$ cat src/rtl/fetch_controller.sv
// Instruction-fetch sequencer: owns the PC, reads the 32-word imem,
// queues {pc, instr} for decode, handles redirects and fetch faults.
//
// Ports:
//   clk, reset      rising-edge clock, synchronous active-high reset
//   imem_addr/data  word index out, instruction word back (combinational)
//   redirect_*      one-cycle redirect pulse with byte target PC
//   dec_*           valid/ready handshake carrying head instr and its PC
//   fetch_fault     fetch stopped on out-of-range or misaligned PC
//   queue_count     number of queued entries
module fetch_controller #(
  parameter logic [31:0] RESET_PC    = 32'h0000_0000,
  parameter int          MEM_WORDS   = 32,
  parameter int          QUEUE_DEPTH = 2
) (
  input  logic                         clk,
  input  logic                         reset,
  output logic [31:0]                  imem_addr,
  input  logic [31:0]                  imem_data,
  input  logic                         redirect_valid,
  input  logic [31:0]                  redirect_pc,
  output logic                         dec_valid,
  output logic [31:0]                  dec_instr,
  output logic [31:0]                  dec_pc,
  input  logic                         dec_ready,
  output logic                         fetch_fault,
  output logic [$clog2(QUEUE_DEPTH):0] queue_count
);

  localparam int PW = $clog2(QUEUE_DEPTH);
  localparam int CW = PW + 1;
  localparam logic [CW-1:0] DEPTH = CW'(QUEUE_DEPTH);

  typedef enum logic {
    RUN,
    FAULT
  } state_t;

  state_t        state, state_nxt;
  logic [31:0]   pc, pc_nxt;
  logic [PW-1:0] rd_ptr, wr_ptr;
  logic [CW-1:0] count;
  logic          enq, deq, flush;

  logic [31:0]   q_pc    [QUEUE_DEPTH];
  logic [31:0]   q_instr [QUEUE_DEPTH];

  function automatic logic in_range(input logic [29:0] widx);
    return {2'b00, widx} < 32'(MEM_WORDS);
  endfunction

  assign imem_addr   = {2'b00, pc[31:2]};
  assign dec_valid   = (count != '0);
  assign dec_instr   = dec_valid ? q_instr[rd_ptr] : '0;
  assign dec_pc      = dec_valid ? q_pc[rd_ptr] : '0;
  assign fetch_fault = (state == FAULT);
  assign queue_count = count;

  always_comb begin
    state_nxt = state;
    pc_nxt    = pc;
    enq       = 1'b0;
    flush     = 1'b0;
    deq       = dec_valid && dec_ready;
    unique case (state)
      RUN: begin
        if (redirect_valid) begin
          // flush drops any same-cycle dequeue
          flush  = 1'b1;
          deq    = 1'b0;
          pc_nxt = redirect_pc;
          if (redirect_pc[1:0] != 2'b00) state_nxt = FAULT;
        end else if (!in_range(pc[31:2])) begin
          state_nxt = FAULT;
        end else if (count < DEPTH || deq) begin
          enq    = 1'b1;
          pc_nxt = pc + 32'd4;
        end
      end
      FAULT: begin
        if (redirect_valid) begin
          flush  = 1'b1;
          deq    = 1'b0;
          pc_nxt = redirect_pc;
          if (redirect_pc[1:0] == 2'b00 && in_range(redirect_pc[31:2]))
            state_nxt = RUN;
        end
      end
      default: state_nxt = RUN;
    endcase
  end

  always_ff @(posedge clk) begin
    if (reset) begin
      state  <= RUN;
      pc     <= RESET_PC;
      rd_ptr <= '0;
      wr_ptr <= '0;
      count  <= '0;
    end else begin
      state <= state_nxt;
      pc    <= pc_nxt;
      if (flush) begin
        rd_ptr <= '0;
        wr_ptr <= '0;
        count  <= '0;
      end else begin
        // power-of-two depth: pointers wrap naturally
        if (enq) wr_ptr <= wr_ptr + 1'b1;
        if (deq) rd_ptr <= rd_ptr + 1'b1;
        if (enq && !deq) count <= count + 1'b1;
        else if (!enq && deq) count <= count - 1'b1;
      end
    end
  end

  // payload storage needs no reset; outputs are gated by dec_valid
  always_ff @(posedge clk) begin
    if (enq) begin
      q_pc[wr_ptr]    <= pc;
      q_instr[wr_ptr] <= imem_data;
    end
  end

endmodule

$ cat config.mk
export PLATFORM = sky130hd
export DESIGN_NAME = fetch_controller
export DESIGN_NICKNAME = d
export VERILOG_FILES = /design/src/rtl/fetch_controller.sv
export SDC_FILE = /design/constraint.sdc
export NUM_CORES = 1
export LEC_CHECK = 0
export BUFFER_PORTS_ARGS = -buffer_cell sky130_fd_sc_hd__buf_2
export CORE_UTILIZATION = 48
export CTS_CLUSTER_SIZE = 25
export DETAILED_ROUTE_END_ITERATION = 6
export MAX_ROUTING_LAYER = met4
export PLACE_DENSITY = 0.76
export SLEW_MARGIN = 20
export SYNTH_ARGS = -nofsm -noshare
export SYNTH_HDL_FRONTEND = slang
export SYNTH_SLANG_ARGS = --single-unit
$ cat constraint.sdc
create_clock -name clk -period 4.45 [get_ports clk]
set_input_delay 0.2225 -clock clk [delete_from_list [all_inputs] [get_ports clk]]
set_output_delay 0.2225 -clock clk [all_outputs]
set_load 0.005 [all_outputs]
==> reports/metrics.csv <==
stage;metric;value;unit
outcome;status;complete, no violations;
global_routing;track_usage;0.216;
routing;drtPass1Iterations;4;
die;die_w;121;um
synthesis;netlist_instances;508;
timing;tns;0;ns
clocking;postCtsSetupRepairBufs;0;
clocking;post_cts_resize_count;0;
synthesis;synth_most_common_cell;edfxtp_1;
worst_setup_path;worstSetupEndpointType;register;
die;die_h;121;um
synthesis;synth_area_leader_cell;edfxtp_1;
timing;final.period_utilization;0.717;
synthesis;async_flop_share;0;
routing;num_vias;4556;
timing;setup_viol;0;
clocking;clk_path_buf_depth;2;
worst_setup_path;crit_fanout;23;
timing;finalClockSkew;0.0174;ns
timing;tightestPinTransition;0.913;ns
finish;synthToLayoutAreaGrowth;24.2;%
synthesis;synth_common_cells;edfxtp_1, nor2_1, mux2i_1;
global_routing;grt_max_degree;65;
routing;wl_per_cell;17.5;um
finish;antenna_cells;0;
synthesis;synth.cell_area;0.00685;mm^2
clocking;cts-root-buf;clkbuf_16;
die;ios;168;
worst_setup_path;crit_arrival;3.28;ns
run;max_cap_viol_count;0;
clocking;cts_hold_buf;31;
worst_setup_path;r2r_slack;1.26;ns
routing;finalWirelength;15.1;mm
power_and_ir_drop;leakagePower;3.27;nW
clocking;cts_tree;yes;
synthesis;ys_seq_area_frac;0.672;
routing;antenna_left;0;
synthesis;avgSynthCellArea;13.5;um^2
global_routing;grt_pass1_wl;22.9;mm
worst_setup_path;required;4.54;ns
clocking;numCtsBuffers;17;
routing;drc;0;
clocking;clk_pin_slew;0.06;ns
synthesis;synth_edf_count;128;
finish;drive_gt1_frac;0.308;
global_routing;overflow;0;
clocking;clkLatencyLatePin;0.43;ns
die;start_util;0.493;
clocking;cts_max_level;4;
synthesis;synth_top_area_share;0.561;
placement;port_buffers;165;
timing;slew_headroom;0.391;
die;rows;43;
placement;gp_congestion;0.867;
routing;detail_route.vias_per_cell;5.26;
timing;final_hold_viol_count;0;
timing;min_period;3.19;ns
worst_setup_path;path_class;register to register;
clocking;cts.sinks;166;
power_and_ir_drop;vdd_drop_max;0.216;mV
die;core;0.0139;mm^2
synthesis;ys_seq_elements;166;
synthesis;synth_ff_type;edfxtp_1;
die;die_area;0.0147;mm^2
global_routing;antenna_found_initial;0;
synthesis;synth.yosys.warnings;0;
global_routing;grt_pass1_vias;4473;
timing;drv_slew;0;
power_and_ir_drop;pwr_density_cell;384;mW/mm^2
placement;hpwlAfterDp;10.1;mm
routing;drtIter0Drc;359;
timing;rsz0062_at_grt;false;
synthesis;ys_types;43;
timing;holdWs;0.0253;ns
worst_setup_path;start_kind;register;
finish;fill_cells;1097;
synthesis;synthTopCellsByArea;edfxtp_1, mux2i_1, dfxtp_1;
timing;fmax;313;MHz
hold_path;hold_path_class;input pin to register;
finish;nNetsFinal;743;
## per-stage QoR
| step | instances | utilization | area (um^2) | setup slack, ns | total power, mW |
|---|---|---|---|---|---|
| floorplan | 509 | - | 6850 | 0.928 | 1.84 |
| global placement | 802 | 0.548 | 7610 | 1.37 | 1.90 |
| detailed placement | 802 | 0.548 | 7610 | 1.28 | 1.91 |
| CTS | 865 | 0.611 | 8480 | 1.30 | 3.28 |
| global route | 866 | 0.613 | 8500 | 0.986 | 3.37 |
| finish | 866 | 0.613 | 8500 | 1.26 | 3.27 |
## state kept, by name, indices dropped and copies added, names as in the netlist, named ones only
signal / flops
rd_ptr: 1
fetch_fault: 1
pc: 32
wr_ptr: 1
q_instr: 64
queue_count: 2
q_pc: 64
## report_power, final
part	internal (mW)	switching, mW
clock network	0.773	0.598
registers	1.69	0.0270
logic	0.0873	0.0953
## layer usage
metal | vias to the layer above | GRT usage | share of wire
li1 | 2159 | - | -
met1 | 2185 | 0.271 | 0.43
met2 | 191 | 0.342 | 0.48
met3 | 21 | 0.0442 | 0.062
met4 | 0 | 0.0918 | 0.023
met5 | - | - | 0
## logic make-up (layout without fill, tap and decap cells)
kind of cell | after synthesis | in the layout | synth area share
adder cells (fa/ha/maj) | 2 | 2 | 0.00365
AO/OA/AOI/OAI | 31 | 31 | 0.0320
XOR/XNOR | 6 | 6 | 0.00768
other | 1 | 2 | 0.000548
multiplexers | 90 | 90 | 0.132
AND/OR/NAND/NOR | 151 | 151 | 0.0992
flip-flops | 166 | 166 | 0.672
buffers and inverters | 61 | 238 | 0.0524
## final timing paths
| path | start | end | cells past startpoint |
|---|---|---|---|
| max | pc[12] | q_pc[0][11] | 5 |
| min | imem_data[28] | q_instr[1][28] | 1 |
| max reg2reg | pc[12] | q_pc[0][11] | 5 |
| min reg2reg | pc[0] | q_pc[1][0] | 0 |
## cells in the final DEF (no fill, tap or decap), drive strengths merged, types with 2 or more instances in the layout
cell,instances
nor2b,2
nand4,2
mux2,3
buf,169
nor3,4
a21oi,7
a311oi,4
or4,3
clkinv,3
edfxtp,128
and2,3
conb,2
nand3,6
dfxtp,38
a211oi,2
a31oi,5
mux2i,87
nand2,14
o31ai,3
nor4,12
xnor2,3
inv,10
ha,2
nor2,96
xor2,3
o21ai,3
clkinvlp,6
clkbuf,18
or3,4
dlygate4sd3,31
## worst max-delay path, cell delays in order, from the launching register on
cell and delay, ns:
dfxtp_1 0.36, nor4_1 0.43, nand4_1 0.36, nor4b_1 0.64, nor2b_4 0.63, buf_4 0.43
## layout make-up
class                           instances  area (um^2)  share of cell area
Clock buffer                           18          429              0.0505
Sequential cell                       166         4610               0.542
Tap cell                              180          225              0.0265
Multi-Input combinational cell        282         1910               0.224
Inverter                                6         22.5             0.00265
Clock inverter                         14          128              0.0150
Timing Repair Buffer                  200         1190               0.139
Note: power is estimated with default switching activity, not from simulation.
